### config.mk
export PLATFORM = sky130hd
export DESIGN_NAME = step_ctrl
export DESIGN_NICKNAME = d
export VERILOG_FILES = /design/src/rtl/step_ctrl.sv
export SDC_FILE = /design/constraint.sdc
export NUM_CORES = 1
export LEC_CHECK = 0
export CELL_PAD_IN_SITES_DETAIL_PLACEMENT = 1
export CELL_PAD_IN_SITES_GLOBAL_PLACEMENT = 2
export CORE_AREA = 2 2 73 93
export CTS_CLUSTER_DIAMETER = 80
export DETAILED_ROUTE_END_ITERATION = 7
export DIE_AREA = 0 0 75 95
export GPL_ROUTABILITY_DRIVEN = 0
export PLACE_DENSITY = 0.87
export SETUP_SLACK_MARGIN = 0.5
export SLEW_MARGIN = 25
export SYNTH_ARGS = -nofsm -noshare
export SYNTH_HDL_FRONTEND = slang
export SYNTH_SLANG_ARGS = --single-unit
### constraint.sdc
create_clock -name clk -period 3.3 [get_ports clk]
set_input_delay 0.825 -clock clk [delete_from_list [all_inputs] [get_ports clk]]
set_output_delay 0.825 -clock clk [all_outputs]
set_load 0.02 [all_outputs]
### src/rtl/step_ctrl.sv
// rtl/step_ctrl.sv - core reset sequencer and clock-enable gate (idle / counted burst / free-run)
// Optional trace counter on cycles_o is built when STEP_CTRL_TRACE_EN is defined.
module step_ctrl #(
   parameter int unsigned RST_CYCLES = 2,
   parameter int unsigned CNT_W      = 16,
   parameter int unsigned BURST_DEF  = 3
) (
   input  logic             clk,
   input  logic             rst,
   input  logic             sreq_i,
   input  logic             halt_i,
   input  logic             run_i,
   input  logic             step_i,
   input  logic [CNT_W-1:0] step_count_i,
   output logic             cpu_rst_o,
   output logic             cpu_en_o,
   output logic             busy_o,
   output logic             done_o,
   output logic [31:0]      cycles_o
);

   localparam int unsigned      RC_W     = (RST_CYCLES > 1) ? $clog2(RST_CYCLES) : 1;
   localparam logic [RC_W-1:0]  RC_LAST  = RC_W'(RST_CYCLES - 1);
   localparam logic [CNT_W-1:0] BURST_LD = CNT_W'(BURST_DEF);

   typedef enum logic [1:0] {
      ST_RESET,
      ST_IDLE,
      ST_BURST,
      ST_RUN
   } state_t;

   state_t           state_q, state_d;
   logic [RC_W-1:0]  rcnt_q, rcnt_d;
   logic [CNT_W-1:0] bcnt_q, bcnt_d;
   logic             cpu_rst_q, cpu_en_q, busy_q, done_q, done_d;

   always_comb begin
      state_d = state_q;
      rcnt_d  = rcnt_q;
      bcnt_d  = bcnt_q;
      done_d  = 1'b0;
      if (sreq_i) begin
         // An aborted burst or run ends silently: no done pulse.
         state_d = ST_RESET;
         rcnt_d  = '0;
      end else begin
         case (state_q)
            ST_RESET: begin
               if (rcnt_q == RC_LAST) state_d = ST_IDLE;
               else                   rcnt_d  = rcnt_q + 1'b1;
            end
            ST_IDLE: begin
               if (run_i) begin
                  state_d = ST_RUN;
               end else if (step_i) begin
                  state_d = ST_BURST;
                  bcnt_d  = (step_count_i == '0) ? BURST_LD : step_count_i;
               end
            end
            ST_BURST: begin
               // bcnt_q holds the enables still owed, including the current cycle.
               if (halt_i || (bcnt_q == CNT_W'(1))) begin
                  state_d = ST_IDLE;
                  bcnt_d  = '0;
                  done_d  = 1'b1;
               end else begin
                  bcnt_d  = bcnt_q - 1'b1;
               end
            end
            ST_RUN: begin
               if (halt_i || !run_i) begin
                  state_d = ST_IDLE;
                  done_d  = 1'b1;
               end
            end
            default: state_d = ST_RESET;
         endcase
      end
   end

   always_ff @(posedge clk or negedge rst) begin
      if (!rst) begin
         state_q   <= ST_RESET;
         rcnt_q    <= '0;
         bcnt_q    <= '0;
         cpu_rst_q <= 1'b1;
         cpu_en_q  <= 1'b0;
         busy_q    <= 1'b1;
         done_q    <= 1'b0;
      end else begin
         state_q   <= state_d;
         rcnt_q    <= rcnt_d;
         bcnt_q    <= bcnt_d;
         cpu_rst_q <= (state_d == ST_RESET);
         cpu_en_q  <= (state_d == ST_BURST) || (state_d == ST_RUN);
         busy_q    <= (state_d != ST_IDLE);
         done_q    <= done_d;
      end
   end

   assign cpu_rst_o = cpu_rst_q;
   assign cpu_en_o  = cpu_en_q;
   assign busy_o    = busy_q;
   assign done_o    = done_q;

`ifdef STEP_CTRL_TRACE_EN
   logic [31:0] cycles_q, cycles_d;

   always_comb begin
      cycles_d = cycles_q;
      if (sreq_i)
         cycles_d = '0;
      else if (cpu_en_q && (cycles_q != 32'hFFFF_FFFF))
         cycles_d = cycles_q + 32'd1;
   end

   always_ff @(posedge clk or negedge rst) begin
      if (!rst) cycles_q <= '0;
      else      cycles_q <= cycles_d;
   end

   assign cycles_o = cycles_q;
`else
   assign cycles_o = '0;
`endif

endmodule

==> flow_summary.json <==
{
  "status": "finished clean",
  "cp.required_ns": 3.44,
  "cp_slowest_cell": "o21a_1",
  "synth_warnings": 0,
  "fin_crit_sh": 0.7567,
  "syn_area_sq_um": 1765,
  "synth_edf_count": 0,
  "placed_area_sq_um": 1978,
  "crit_family": "compound AO/OA/AOI/OAI gates",
  "yosys_register_bits": 23,
  "regArea_sq_um": 578.1,
  "die_y_microns": 95,
  "final_cell_area_sq_um": 2024,
  "drive_gt1_frac": 0.07143,
  "hold_class": "flop to flop",
  "min-delay-start": "bcnt_q[10]",
  "clkTransAtPathRegs_ns": 0.09,
  "cts_hold_buf": 0,
  "arrival_ns": 2.64,
  "multi_input_area_sq_um": 977.2,
  "tightest_slew_ns": 0.6916,
  "slew_viol_final": 0,
  "sw_frac_of_total": 0.4227,
  "peakVddDrop_mv": 0.1700,
  "dieArea_sq_um": 7125,
  "fmaxAchievable_ghz": 0.4005,
  "start_kind": "input pin",
  "max_cap_viol_count": 0,
  "clock-sinks": 23,
  "first_global_vias": 1537,
  "startpoint": "step_i",
  "grt_use_total": 0.1372,
  "hold_depth": 1,
  "rr_startpoint": "bcnt_q[12]",
  "gr-total-overflow": 0,
  "die_x_microns": 75,
  "p_sw_w": 0.0005137,
  "crit_cells": 6,
  "path_max_fanout": 21,
  "rows": 33,
  "wl_microns": 4677,
  "htree_levels": 1,
  "ctsResizeCount": 0,
  "dr.pass1.iters": 4,
  "start_util": 0.2795,
  "final.setup.tns_ns": 0,
  "final_hold_viol_count": 0,
  "cts-root-buf": "clkbuf_8",
  "antenna_left": 0,
  "post-route-min-period_ns": 2.497,
  "pwr-share-comb": 0.411,
  "seq_area_frac_synth": 0.3274,
  "grt_antenna_before_repair": 0,
  "synth_ff_type": "dfrtp_1",
  "cp_cell_sequence": "clkdlybuf4s50_1, nor2b_1, o21a_1, nand3_1, o221ai_1, o211ai_1",
  "nNetsFinal": 254,
  "syn_area_per_cell_sq_um": 8.827,
  "rsz0062_at_grt": "false",
  "synth_cells": 200,
  "final_util": 0.3205,
  "cts_tree": "yes",
  "clock_path_buffers": 2,
  "via_per_inst": 4.894,
  "num_vias": 1522,
  "n_fill_cell": 775,
  "drt_iter0_drc": 37,
  "cts_setup_buffers": 0,
  "maxSlewHeadroom": 0.5347,
  "layout_commonest_cell": "conb_1",
  "clk-insertion-delay-late_ns": 0.27,
  "setup_viol": 0,
  "async_flop_share": 1.000,
  "cp_slowest_stage_delay_ns": 0.59,
  "diodes": 0,
  "cellLeakagePower_nw": 0.8455,
  "wl_per_cell_microns": 15.04,
  "grt_max_degree": 24,
  "drc": 0,
  "crit_type": "input pin to flop",
  "cts_buffers": 3,
  "cp-end-kind": "flop",
  "powerDensity_nw_per_um2": 600.3,
  "internal_power_w": 0.0007016,
  "rr_worst_depth": 5,
  "final_cell_mix": "32 x conb_1, 25 x clkdlybuf4s50_1, 21 x dfrtp_1",
  "ys_types": 47,
  "crit_buf_inv": 1,
  "place_hpwl_microns": 3547,
  "portBuffers": 25,
  "ioPinCount": 58,
  "grt_pass1_wl_microns": 7307,
  "core_area_sq_um": 6317,
  "clock-skew-final_ns": 0.002666,
  "seqPwrFrac": 0.434,
  "p_clk_frac": 0.155,
  "synthToLayoutAreaGrowth_pct": 14.67
}
-- worst paths after layout --
check                        endpoint  slack [ns]
setup / recovery           bcnt_q[13]        0.80
hold / removal             bcnt_q[10]        0.49
setup reg to reg            bcnt_q[9]        0.94
hold reg to reg            bcnt_q[10]        0.49
max in group asynchronous   cpu_rst_o        2.09
min in group asynchronous      done_o        0.91
-- stage by stage --
stage          cells  total power, W  hold slack [ns]  worst slack (ns)
5_1_grt          311        0.001310           0.5191            0.6662
3_5_place_dp     307        0.001033           0.4662            0.5205
3_3_place_gp     307        0.001011           0.4611            0.5658
2_1_floorplan    231       0.0008888           0.4501             1.278
6_report         311        0.001215           0.4898            0.8028
4_1_cts          311        0.001222           0.4877            0.8032
-- flip-flops by register name (all words and copies together), names as in the netlist --
signal     flops
state_q        2
cpu_en_o       1
busy_o         1
rcnt_q         1
bcnt_q        16
done_o         1
cpu_rst_o      1
-- synthesized netlist by cell type, types with 2 or more instances --
cell	n	share of area
a211o_1	2	0.0099
a21oi_1	9	0.026
a22o_1	8	0.040
a32o_1	3	0.017
and3_1	2	0.0071
buf_4	32	0.14
buf_6	2	0.013
clkbuf_1	4	0.0085
dfrtp_1	21	0.30
dfstp_2	2	0.030
ha_1	7	0.050
inv_1	13	0.028
nand2_1	4	0.0085
nand3_1	3	0.0085
nand4_1	4	0.014
nor2_1	14	0.030
nor2b_1	6	0.021
nor3_1	9	0.026
nor4_1	6	0.021
o211ai_1	2	0.0085
o21a_1	3	0.013
o21ai_0	15	0.043
o221ai_1	3	0.015
o2bb2ai_1	3	0.015
-- metal layers --
| layer | global-route usage | vias to the layer above | part of all wire |
|---|---|---|---|
| met3 | 0.02028 | 7 | 0.051 |
| met5 | 0 | - | 0 |
| li1 | - | 716 | - |
| met2 | 0.2573 | 46 | 0.53 |
| met1 | 0.1527 | 753 | 0.41 |
| met4 | 0.04613 | 0 | 0.014 |
-- cell type report --
cell class,count,share of cell area
Clock buffer,3,0.02040
Clock inverter,1,0.002472
Inverter,13,0.02410
Multi-Input combinational cell,157,0.4827
Sequential cell,23,0.2855
Tap cell,87,0.05377
Timing Repair Buffer,27,0.1310
-- cell families after synthesis --
kind of cell / count (synthesis) / synth area share
compound gates: 60 / 0.2552
simple gates: 58 / 0.1807
buf+inv: 51 / 0.1850
flops: 23 / 0.3274
fa+ha+maj: 7 / 0.04961
other cells: 1 / 0.002124
-- power groups by stage --
stage / Combinational [W] / Sequential (W) / Clock (W)
6_report: 0.000500 / 0.000528 / 0.000188
5_1_grt: 0.000562 / 0.000547 / 0.000200
3_5_place_dp: 0.000504 / 0.000529 / 0
3_3_place_gp: 0.000485 / 0.000525 / 0
2_1_floorplan: 0.000384 / 0.000505 / 0
4_1_cts: 0.000505 / 0.000525 / 0.000192
-- worst reg2reg max path, delay by kind of cell (launching register included) --
family           cells  cell delay (ns)
AO/OA/AOI/OAI        3             1.07
AND/OR/NAND/NOR      2             0.74
flip-flops           1             0.44
(Power assumes the default switching activity.)
